File: src/rtl/rng_draw.sv
`default_nettype none
// ============================================================================
// Module   : rng_draw
// Purpose  : Request/valid pseudo-random draw engine. A Fibonacci LFSR is
//            stirred STEPS times per draw, then the sample is reduced by an
//            exact MSB-first restoring modulo into [OFFSET, OFFSET+RANGE-1].
// Revision : 1.0 - initial release
// ============================================================================
module rng_draw #(
  parameter int          WIDTH     = 18,
  parameter logic [31:0] TAPS      = 32'h0002_0400,
  parameter int          SEED      = 2468,
  parameter int          STEPS     = 8,
  parameter int          RANGE     = 18,
  parameter int          OFFSET    = 1,
  parameter int          OUT_WIDTH = 18
) (
  input  logic                 clk,
  input  logic                 reset,
  input  logic                 free_run,
  input  logic                 seed_load,
  input  logic [WIDTH-1:0]     seed_in,
  input  logic                 req,
  output logic                 busy,
  output logic                 valid,
  output logic [OUT_WIDTH-1:0] value,
  output logic [WIDTH-1:0]     lfsr_state
);

  // Remainder is always < RANGE, so clog2(RANGE)+1 bits never overflow.
  localparam int REM_W = $clog2(RANGE) + 1;
  localparam int IDX_W = $clog2(WIDTH);
  localparam int CNT_W = (STEPS > 1) ? $clog2(STEPS) : 1;

  localparam logic [WIDTH-1:0]     TAP_MASK  = TAPS[WIDTH-1:0];
  localparam logic [WIDTH-1:0]     SEED_T    = SEED[WIDTH-1:0];
  // A zero LFSR would lock up, so a zero seed falls back to 1.
  localparam logic [WIDTH-1:0]     SEED_SAFE = (SEED_T == '0) ? WIDTH'(1) : SEED_T;
  localparam logic [CNT_W-1:0]     STEP_LAST = CNT_W'(STEPS - 1);
  localparam logic [IDX_W-1:0]     IDX_LAST  = IDX_W'(WIDTH - 1);
  localparam logic [REM_W:0]       RANGE_R   = (REM_W + 1)'(RANGE);
  localparam logic [OUT_WIDTH-1:0] OFFSET_V  = OUT_WIDTH'(OFFSET);

  typedef enum logic [1:0] {
    S_IDLE   = 2'd0,
    S_STIR   = 2'd1,
    S_REDUCE = 2'd2,
    S_DONE   = 2'd3
  } state_t;

  state_t                 state_q;
  logic [WIDTH-1:0]       lfsr_q;
  logic [WIDTH-1:0]       sample_q;
  logic [REM_W-1:0]       rem_q;
  logic [IDX_W-1:0]       idx_q;
  logic [CNT_W-1:0]       step_q;
  logic [OUT_WIDTH-1:0]   value_q;
  logic                   valid_q;
  logic                   busy_q;

  logic [WIDTH-1:0]       lfsr_step_d;
  logic [WIDTH-1:0]       seed_safe_d;
  logic [REM_W:0]         trial_d;
  logic [REM_W-1:0]       rem_d;
  logic [OUT_WIDTH-1:0]   value_d;

  // Next LFSR value, guarded seed, and one restoring-modulo step.
  always_comb begin
    lfsr_step_d = {lfsr_q[WIDTH-2:0], ^(lfsr_q & TAP_MASK)};
    seed_safe_d = (seed_in == '0) ? SEED_SAFE : seed_in;
    trial_d     = {rem_q, sample_q[IDX_LAST - idx_q]};
    rem_d       = (trial_d >= RANGE_R) ? REM_W'(trial_d - RANGE_R) : trial_d[REM_W-1:0];
    value_d     = OUT_WIDTH'(rem_d) + OFFSET_V;
  end

  // Draw controller: seeding/free-run in IDLE, stir, reduce, publish result.
  always_ff @(posedge clk or posedge reset) begin
    if (reset) begin
      state_q  <= S_IDLE;
      lfsr_q   <= SEED_SAFE;
      sample_q <= '0;
      rem_q    <= '0;
      idx_q    <= '0;
      step_q   <= '0;
      value_q  <= '0;
      valid_q  <= 1'b0;
      busy_q   <= 1'b0;
    end else begin
      valid_q <= 1'b0;
      case (state_q)
        S_IDLE: begin
          if (seed_load) begin
            lfsr_q <= seed_safe_d;
          end else if (req) begin
            lfsr_q  <= lfsr_step_d;
            step_q  <= '0;
            busy_q  <= 1'b1;
            state_q <= S_STIR;
          end else if (free_run) begin
            lfsr_q <= lfsr_step_d;
          end
        end
        S_STIR: begin
          // The accept cycle already made the first shift; the final STIR
          // cycle only captures the sample.
          if (step_q == STEP_LAST) begin
            sample_q <= lfsr_q;
            rem_q    <= '0;
            idx_q    <= '0;
            state_q  <= S_REDUCE;
          end else begin
            lfsr_q <= lfsr_step_d;
            step_q <= step_q + CNT_W'(1);
          end
        end
        S_REDUCE: begin
          rem_q <= rem_d;
          if (idx_q == IDX_LAST) begin
            value_q <= value_d;
            valid_q <= 1'b1;
            state_q <= S_DONE;
          end else begin
            idx_q <= idx_q + IDX_W'(1);
          end
        end
        S_DONE: begin
          busy_q  <= 1'b0;
          state_q <= S_IDLE;
        end
        default: begin
          busy_q  <= 1'b0;
          state_q <= S_IDLE;
        end
      endcase
    end
  end

  assign busy       = busy_q;
  assign valid      = valid_q;
  assign value      = value_q;
  assign lfsr_state = lfsr_q;

endmodule
`default_nettype wire
File: config.mk
export PLATFORM = sky130hd
export DESIGN_NAME = rng_draw
export DESIGN_NICKNAME = d
export VERILOG_FILES = /design/src/rtl/rng_draw.sv
export SDC_FILE = /design/constraint.sdc
export NUM_CORES = 1
export LEC_CHECK = 0
export BUFFER_PORTS_ARGS = -buffer_cell sky130_fd_sc_hd__buf_2
export CAP_MARGIN = 20
export CORE_UTILIZATION = 33
export CTS_BUF_LIST = sky130_fd_sc_hd__clkbuf_8
export CTS_CLUSTER_DIAMETER = 50
export DETAILED_ROUTE_END_ITERATION = 8
export GPL_TIMING_DRIVEN = 1
export REMOVE_ABC_BUFFERS = 1
export SYNTH_ARGS = -nofsm -noshare
export SYNTH_HDL_FRONTEND = slang
export SYNTH_SLANG_ARGS = --single-unit
File: constraint.sdc
create_clock -name clk -period 3.2 [get_ports clk]
set_clock_uncertainty 0.2 [all_clocks]
set_input_delay 0 -clock clk [delete_from_list [all_inputs] [get_ports clk]]
set_output_delay 0 -clock clk [all_outputs]
set_load 0.1 [all_outputs]
* After elaboration in Yosys (flattened, before gate mapping)
Index checks and enable logic that the tools add are counted.
** Storage, ports and cells
- Register bits :: 72
- Bits in latches :: 0
- RAM bits :: 0
- ROM bits :: 0
- Bits of input ports :: 23
- Output and inout port bits :: 38
- Word-level logic and storage cells :: 70
- Memories :: 0
** Operators by class
- Add/subtract/negate cells :: 5
- Multiply operators :: 0
- Divide/modulo/power cells :: 0
- Magnitude comparators :: 2
- Eq/ne operators :: 12
- Shift-type cells :: 0
- Multiplexer cells :: 28
- Bitwise operators :: 0
- Reductions and logical operators :: 14
** Operators with widths (number)
- 18-bit 2-to-1 mux :: 5
- 18-bit case mux with 2 select lines :: 1
- 18-bit zero test :: 1
- 18-bit XOR reduction :: 1
- 6-bit 2-to-1 mux :: 2
- 2-bit inequality test, second input constant :: 6
- 6-bit case mux with 2 select lines :: 1
- 5-bit 2-to-1 mux :: 2
- 5-bit case mux with 2 select lines :: 1
- 3-bit 2-to-1 mux :: 3
- 3-bit AND reduction :: 3
- 2-bit 2-to-1 mux :: 4
- 2-bit case mux with 4 select lines :: 1
- 4-bit AND reduction :: 2
- 6-bit by 1-bit adder with 7-bit output, second input constant :: 1
- 7-bit by 5-bit >= comparator with 1-bit output, second input constant :: 1
- 5-bit by 6-bit less-than comparator with 1-bit output, second input constant :: 1
- 3-bit case mux with 2 select lines :: 1
- 2-bit AND reduction :: 3
- 2-bit nonzero test :: 3
- 6-bit by 5-bit subtractor with 6-bit output, second input constant :: 1
- 5-bit by 1-bit adder with 5-bit output, second input constant :: 1
- 1-bit binary-select mux with 5-bit select :: 1
- 5-bit equality test, second input constant :: 1
- other kinds (9) :: 14

* Longest topological paths before layout
Gate-level depths: netlist of the first run.
- Depth in word-level cells :: 6
- Gate-level depth with buffers :: 14
- Gate-level depth less buffers :: 12

* Worst setup path after synthesis of the first run
Ideal clock, no wire load.
- Kind :: register -> register
- Start point :: register idx_q[1]
- End point :: register value_q[4] (netlist: value[4])
- Setup time :: 82 ps
- Arrival :: 2709 ps
- Required time :: 2918 ps
- Slack :: 209 ps
- Cell stages (with the launch flop) :: 14
- Buffers on the path :: 1
- Clock period less this slack :: 2991 ps
- Cells stage by stage :: dfrtp_1 > buf_6 > inv_1 > ha_1 > nor2_1 > a2111o_1 > o31a_1 > nand2_1 > nand2_1 > mux2i_1 > ha_1 > inv_1 > or4_1 > a31oi_1
** On the way
- Word-level cells in the longest chain between the ends :: 6
- Elaborated cells between the ends (all ways) :: 9
- Classes of those cells :: 3 x add/sub; 1 x order compare; 1 x eq/ne; 3 x mux; 1 x reduce/logical
** RTL lines
- from (decl) :: line 55 : logic [IDX_W-1:0] idx_q;
- from (signal assigned) :: line 123 : idx_q <= idx_q + IDX_W'(1);
- 5-bit subtractor :: line 71 : trial_d = {rem_q, sample_q[IDX_LAST - idx_q]};
- 1-bit binary-select mux with 5-bit select :: line 71
- 1-bit 2-to-1 mux (not written as such) :: line 71
- 6-bit by 5-bit subtractor with 6-bit output / 7-bit by 5-bit >= comparator with 1-bit output (equally long branches) :: line 72 : rem_d = (trial_d >= RANGE_R) ? REM_W'(trial_d - RANGE_R) : trial_d[REM_W-1:0];
- 6-bit 2-to-1 mux :: line 72
- 6-bit by 1-bit adder with 7-bit output :: line 73 : value_d = OUT_WIDTH'(rem_d) + OFFSET_V;
- to (signal assigned) :: line 119 : value_q <= value_d;
- to (decl) :: line 57 : logic [OUT_WIDTH-1:0] value_q;
Parallel ways exist; a longest one is shown, timed or not. The select of a mux whose other input is x is not followed.
A chain may end at the register's enable or synchronous reset.

* Worst setup path after layout of the first run
Ends and elaborated chain as after synthesis.

==> flow_summary_export.csv, run 1 <==
group,metric,value,unit
placement,portBuffers,49,
clocking,cts-root-buf,"clkbuf_8",
layout,fill_cells,957,
sta,fin_crit_sh,0.961,
sta,relSlewSlack,0.270,
logic_synthesis,synth.avg_cell_area,9.68,sq um
drt,via_count,2876,
sta,finalMaxSlewViolations,0,
worst_setup_path,cp-endpoint,"value[4]",
worst_setup_path,cp_max_fo,7,
job,maxCapViolations,0,
status,outcome,"finished, final reports clean",
worst_setup_path,r2r-end,"value[4]",
min_path,hp-class,"primary input to asynchronous set/reset pin",
clocking,clk_path_buf_depth,2,
worst_setup_path,startpoint,"idx_q[1]",
drt,drtIter0Drc,126,
logic_synthesis,synth_cells,355,
floorplanning,dieArea,0.0108,sq mm
drt,detailedRoute.firstPassIterationCount,5,
logic_synthesis,synth_area,0.00344,sq mm
sta,worst_pin_slew,1.09,ns
clocking,cts.sinks,61,
grt,antenna_found_initial,0,
grt,grt_overflow,0,
logic_synthesis,ys.flop_type,"dfrtp_1",
drt,wl_per_cell,14.0,um
sta,hold_viol_final,0,
clocking,cts_tree,"done",
logic_synthesis,synth.distinct_cells,58,
floorplanning,fp-row-count,36,
layout,drive_above_1_share,0.278,
layout,final_common_cell,"dfrtp_1",
placement,place_congestion,0.842,
worst_setup_path,rr_worst_depth,12,
power,pwr_density_cell,1100,mW/mm^2
logic_synthesis,synth.area.mux_share,0.0994,
layout,antennaDiodeCount,0,
floorplanning,die_h,104,um
placement,placedCellCount,528,
sta,setup_ws,0.124,ns
worst_setup_path,crit_type,"register to register",
clocking,path_clk_slew,0.07,ns
layout,mostFrequentLayoutCells,"dfrtp_1, buf_2, nand2_1, nor2_1, mux2_2",
power,ir_worst_vdd,0.00103,V
sta,tns,0,ns
layout,nNetsFinal,465,
grt,grt_max_degree,62,
floorplanning,core_area,0.00995,sq mm
drt,drc_errors,0,
floorplanning,ios,61,
clocking,cts_buffers,9,
clocking,htree_levels,3,
drt,vias_per_cell,5.05,
grt,grt_pass1_wl,13.4,mm
worst_setup_path,endpoint_kind,"register",
worst_setup_path,cp-start-kind,"register",
layout,syn_to_final_growth,24.4,%
worst_setup_path,r2r_start,"idx_q[1]",
worst_setup_path,cp.arrival,3.14,ns
sta,min_period,3.08,ns
logic_synthesis,ys_ff_latch,61,
logic_synthesis,synth_xor_area_frac,0.00764,
clocking,clock_latency,0.35,ns
worst_setup_path,cp.required,3.26,ns
placement,hpwl,5.61,mm
floorplanning,initial_core_util,0.345,
grt,grtUsageTotal,0.153,
logic_synthesis,yosys.area_share.simple,0.161,
floorplanning,fp.dieW,104,um
sta,fmax,325,MHz
power,p_total,4.70,mW
logic_synthesis,synthArstFlopShare,1.00,
worst_setup_path,r2r_slack,0.12,ns
logic_synthesis,synth_top_family_by_area,"compound AO/OA/AOI/OAI gates",
logic_synthesis,synth_edf_count,0,
sta,setup_viol,0,
logic_synthesis,synth_compound_area_frac,0.179,
logic_synthesis,yosys_warnings,0,
grt,grt_pass1_vias,2818,
placement,post-place-ws,0.0630,ns
layout,stdcell_count,569,
logic_synthesis,synth-seq-area-share,0.446,
logic_synthesis,synth_fa_ha_area_frac,0.0400,
layout,utilization,0.429,
drt,routed_wl,7.99,mm
drt,postRouteAntennaNets,0,
power,p_leak,2.02,nW
flip-flops by register name, indices dropped and copies added (netlist names):
name,count
step_q,3
lfsr_state,18
valid,1
busy,1
state_q,2
value,7
rem_q,6
sample_q,18
idx_q,5
routing by layer:
| metal | wire length [um] | global-route usage | share of wire | vias to the layer above |
|---|---|---|---|---|
| li1 | - | - | - | 1411 |
| met1 | 3660 | 0.187 | 0.46 | 1364 |
| met2 | 3850 | 0.260 | 0.48 | 89 |
| met3 | 371 | 0.0401 | 0.046 | 12 |
| met4 | 112 | 0.0520 | 0.014 | 0 |
| met5 | 0 | 0 | 0 | - |
worst max-delay path, stage by stage, from the launching register on:
cell      delay, ns
dfrtp_2        0.42
inv_2          0.07
ha_4           0.30
nor2_4         0.04
a2111o_1       0.42
o31a_1         0.32
nand2_1        0.09
nand2_2        0.06
mux2i_1        0.17
ha_2           0.21
inv_2          0.04
or4_1          0.49
a31oi_1        0.17
stage by stage:
stage	instance area, sq um	hold slack [ns]
after global placement	3800	-0.113
after detailed placement	3800	-0.112
after global routing	4270	0.0995
after CTS	4220	0.0444
final	4270	0.0574
after floorplan	3300	-0.0499
report_power, final:
group	internal (mW)	switching (mW)	leakage [nW]
sequential	1.05	0.263	0.782
combinational	0.775	1.90	1.13
clock	0.386	0.326	0.0991
layout make-up:
cell class	instances	area [sq um]	area share
Multi-Input combinational cell	262	1740	0.408
Sequential cell	61	1530	0.359
Timing Repair Buffer	84	573	0.134
Tap cell	133	166	0.0389
Clock buffer	10	138	0.0322
Clock inverter	6	71.3	0.0167
Inverter	13	48.8	0.0114
worst min-delay path by stage:
| stage | to | slack, ns | depth (start not counted) | startpoint |
|---|---|---|---|---|
| 3_3_place_gp | value[2] | -0.11 | 3 | reset |
| 4_1_cts | step_q[2] | 0.04 | 5 | req |
| 6_report | idx_q[0] | 0.06 | 4 | reset |
| 3_5_place_dp | valid | -0.11 | 3 | reset |
| 5_1_grt | rem_q[2] | 0.1 | 4 | reset |
| 2_1_floorplan | lfsr_state[10] | -0.05 | 2 | seed_in[10] |
Yosys cell counts, types with 2 or more instances:
| cell | instances | area share |
|---|---|---|
| o31a_1 | 2 | 0.0051 |
| nand4_1 | 2 | 0.0036 |
| xor2_1 | 2 | 0.0051 |
| a32oi_1 | 2 | 0.0051 |
| o2111ai_1 | 2 | 0.0051 |
| o31ai_1 | 8 | 0.017 |
| ha_1 | 11 | 0.040 |
| dfrtp_1 | 56 | 0.41 |
| and2_1 | 3 | 0.0055 |
| buf_6 | 3 | 0.0098 |
| a21oi_1 | 3 | 0.0044 |
| buf_2 | 2 | 0.0029 |
| a31oi_1 | 11 | 0.020 |
| nand2b_1 | 7 | 0.013 |
| o21ai_1 | 6 | 0.0087 |
| or4_1 | 3 | 0.0066 |
| nand3_1 | 5 | 0.0073 |
| mux2_2 | 24 | 0.079 |
| dfstp_2 | 5 | 0.038 |
| nand2_1 | 49 | 0.054 |
| nor2b_1 | 5 | 0.0091 |
| nor3_1 | 6 | 0.0087 |
| a221oi_1 | 5 | 0.013 |
| o22ai_1 | 8 | 0.015 |
| a31o_1 | 2 | 0.0051 |
| buf_4 | 11 | 0.024 |
| a22o_1 | 6 | 0.015 |
| mux2i_1 | 6 | 0.017 |
| nor4_1 | 4 | 0.0073 |
| o21ai_0 | 16 | 0.023 |
| inv_1 | 13 | 0.014 |
| nor2_1 | 30 | 0.033 |
| clkbuf_1 | 12 | 0.013 |
repair_timing:
item                       CTS  global route
hold endpoints to repair    82             0
setup endpoints to repair    0             1
setup buffers                0             4
hold buffers                21             0
gates resized for setup      0             8
cell families after synthesis:
group	count (synthesis)
and+or+nand+nor	120
other	1
muxes	31
adders and majority gates	11
xor gates and xnor gates	3
AOI/OAI and AO/OA	86
DFF	61
buffers and inverters	42
(Power assumes the default switching activity.)
==> run 2, diff against run 1 <==
--- a/config.mk
+++ b/config.mk
@@ -7,11 +7,12 @@
 export LEC_CHECK = 0
 export BUFFER_PORTS_ARGS = -buffer_cell sky130_fd_sc_hd__buf_2
 export CAP_MARGIN = 20
-export CORE_UTILIZATION = 33
+export CORE_UTILIZATION = 58
 export CTS_BUF_LIST = sky130_fd_sc_hd__clkbuf_8
 export CTS_CLUSTER_DIAMETER = 50
 export DETAILED_ROUTE_END_ITERATION = 8
 export GPL_TIMING_DRIVEN = 1
+export PLACE_DENSITY = 0.82
 export REMOVE_ABC_BUFFERS = 1
 export SYNTH_ARGS = -nofsm -noshare
 export SYNTH_HDL_FRONTEND = slang
==> flow_summary_export.csv, run 2 (synthesis results as in run 1) <==
group,metric,value,unit
sta,finalMaxSlewViolations,0,
drt,vias_per_cell,6.01,
sta,relSlewSlack,0.281,
worst_setup_path,crit_chain,"buf_4 > o31ai_1 > o2111ai_1 > o31a_2 > nand2_1 > nand2_1 > mux2i_1 > ha_1 > inv_1 > or4_1 > a31oi_1",
grt,grt_overflow,0,
min_path,holdPathEnd,"step_q[2]",
drt,postRouteAntennaNets,0,
sta,tns,0,ns
layout,multi_input_area,0.00173,sq mm
worst_setup_path,cp.required,3.28,ns
clocking,cts_buffers,9,
power,p_leak,2.00,nW
drt,detailedRoute.firstPassIterationCount,4,
power,p_total,4.69,mW
min_path,holdPathStages,5,
power,pwr_density_cell,1130,mW/mm^2
sta,fin_crit_sh,0.966,
sta,setup_viol,0,
sta,grt_setup_unrepaired,"no",
drt,drc_errors,0,
clocking,path_clk_slew,0.07,ns
drt,drtIter0Drc,169,
power,ir_worst_vdd,0.00113,V
drt,routed_wl,8.30,mm
sta,worst_pin_slew,1.07,ns
grt,antenna_found_initial,0,
floorplanning,fp-row-count,27,
worst_setup_path,cp_max_fo,9,
drt,via_count,3029,
job,maxCapViolations,0,
worst_setup_path,cp.arrival,3.17,ns
floorplanning,initial_core_util,0.613,
layout,antennaDiodeCount,0,
clocking,clock_latency,0.35,ns
worst_setup_path,r2r_slack,0.11,ns
sta,fmax,323,MHz
placement,portBuffers,49,
worst_setup_path,crit_type,"register to register",
floorplanning,ios,61,
worst_setup_path,slowest_delay,0.51,ns
min_path,hp-class,"primary input to register",
grt,grt_max_degree,38,
min_path,hold_start,"req",
floorplanning,fp.dieW,79.0,um
placement,hpwl,5.39,mm
clocking,htree_levels,3,
grt,grtUsageTotal,0.287,
grt,grt_pass1_wl,13.7,mm
worst_setup_path,endpoint_kind,"register",
worst_setup_path,cp-start-kind,"register",
clocking,cts-root-buf,"clkbuf_8",
layout,syn_to_final_growth,20.4,%
clocking,clk_path_buf_depth,2,
clocking,cts.sinks,61,
sta,hold_viol_final,0,
floorplanning,core_area,0.00561,sq mm
worst_setup_path,rr_worst_depth,11,
layout,drive_above_1_share,0.259,
sta,min_period,3.09,ns
placement,place_congestion,0.926,
layout,register_area,0.00154,sq mm
status,outcome,"finished, final reports clean",
clocking,cts_tree,"done",
worst_setup_path,cp_slowest_cell,"or4_1",
floorplanning,die_h,79.0,um
grt,grt_pass1_vias,2954,
worst_setup_path,r2r_start,"idx_q[1]",
layout,fill_cells,406,
worst_setup_path,r2r-end,"value[4]",
drt,wl_per_cell,16.5,um
worst_setup_path,worst_path_most_repeated_cell,"nand2_1",
layout,nNetsFinal,461,
layout,final_common_cell,"dfrtp_1",
floorplanning,dieArea,0.00624,sq mm
layout,mostFrequentLayoutCells,"dfrtp_1, nand2_1, buf_2, nor2_1, mux2_2",
[run 2: area by class of cell]
type / count / share of cell area
Tap cell: 72 / 0.0218
Timing Repair Buffer: 80 / 0.128
Inverter: 13 / 0.0118
Clock inverter: 5 / 0.0124
Clock buffer: 11 / 0.0366
Multi-Input combinational cell: 262 / 0.418
Sequential cell: 61 / 0.371
[run 2: worst max-delay path by stage]
stage / startpoint / endpoint / slack, ns / cells after the start
finish: idx_q[1] / value[4] / 0.11 / 11
global route: idx_q[1] / value[4] / 0.006 / 12
CTS: idx_q[1] / value[4] / 0.06 / 12
detailed placement: idx_q[1] / value[4] / 0.08 / 12
global placement: idx_q[2] / value[4] / 0.20 / 12
floorplan: idx_q[1] / value[4] / 0.17 / 12
[run 2: routing by layer]
metal,global-route usage,vias up,part of all wire
li1,-,1402,-
met1,0.340,1471,0.42
met2,0.488,129,0.50
met3,0.0586,27,0.055
met4,0.153,0,0.028
met5,0,-,0
[run 2: worst max-delay path, delay by kind of cell (launching register included)]
kind | cells | cell delay [ns]
buffers and inverters | 2 | 0.24
AOI/OAI and AO/OA | 4 | 1.10
adders and majority gates | 1 | 0.19
DFF | 1 | 0.46
muxes | 1 | 0.16
and+or+nand+nor | 3 | 0.66
[run 2: power breakdown]
group / internal [mW] / switching [mW] / leakage (nW) / total, mW
Clock: 0.396 / 0.317 / 0.107 / 0.713
Sequential: 1.05 / 0.291 / 0.781 / 1.34
Combinational: 0.742 / 1.89 / 1.11 / 2.64
Total: 2.19 / 2.50 / 2.00 / 4.69
[run 2: through the flow]
step	hold WS, ns	instance area [sq um]	util	setup WS [ns]	cells
floorplan	-0.0499	3300	-	0.170	336
global placement	-0.0141	3690	0.659	0.197	465
detailed placement	-0.0127	3690	0.659	0.0801	465
CTS	0.0712	4110	0.732	0.0627	502
global route	0.152	4140	0.738	0.00563	504
finish	0.0895	4140	0.738	0.107	504
[run 2: timing repair]
item,CTS,global route
hold buffers,21,0
setup buffers,0,2
setup endpoints to repair,0,1
gates resized for setup,0,3
endpoints found under the hold margin,54,0
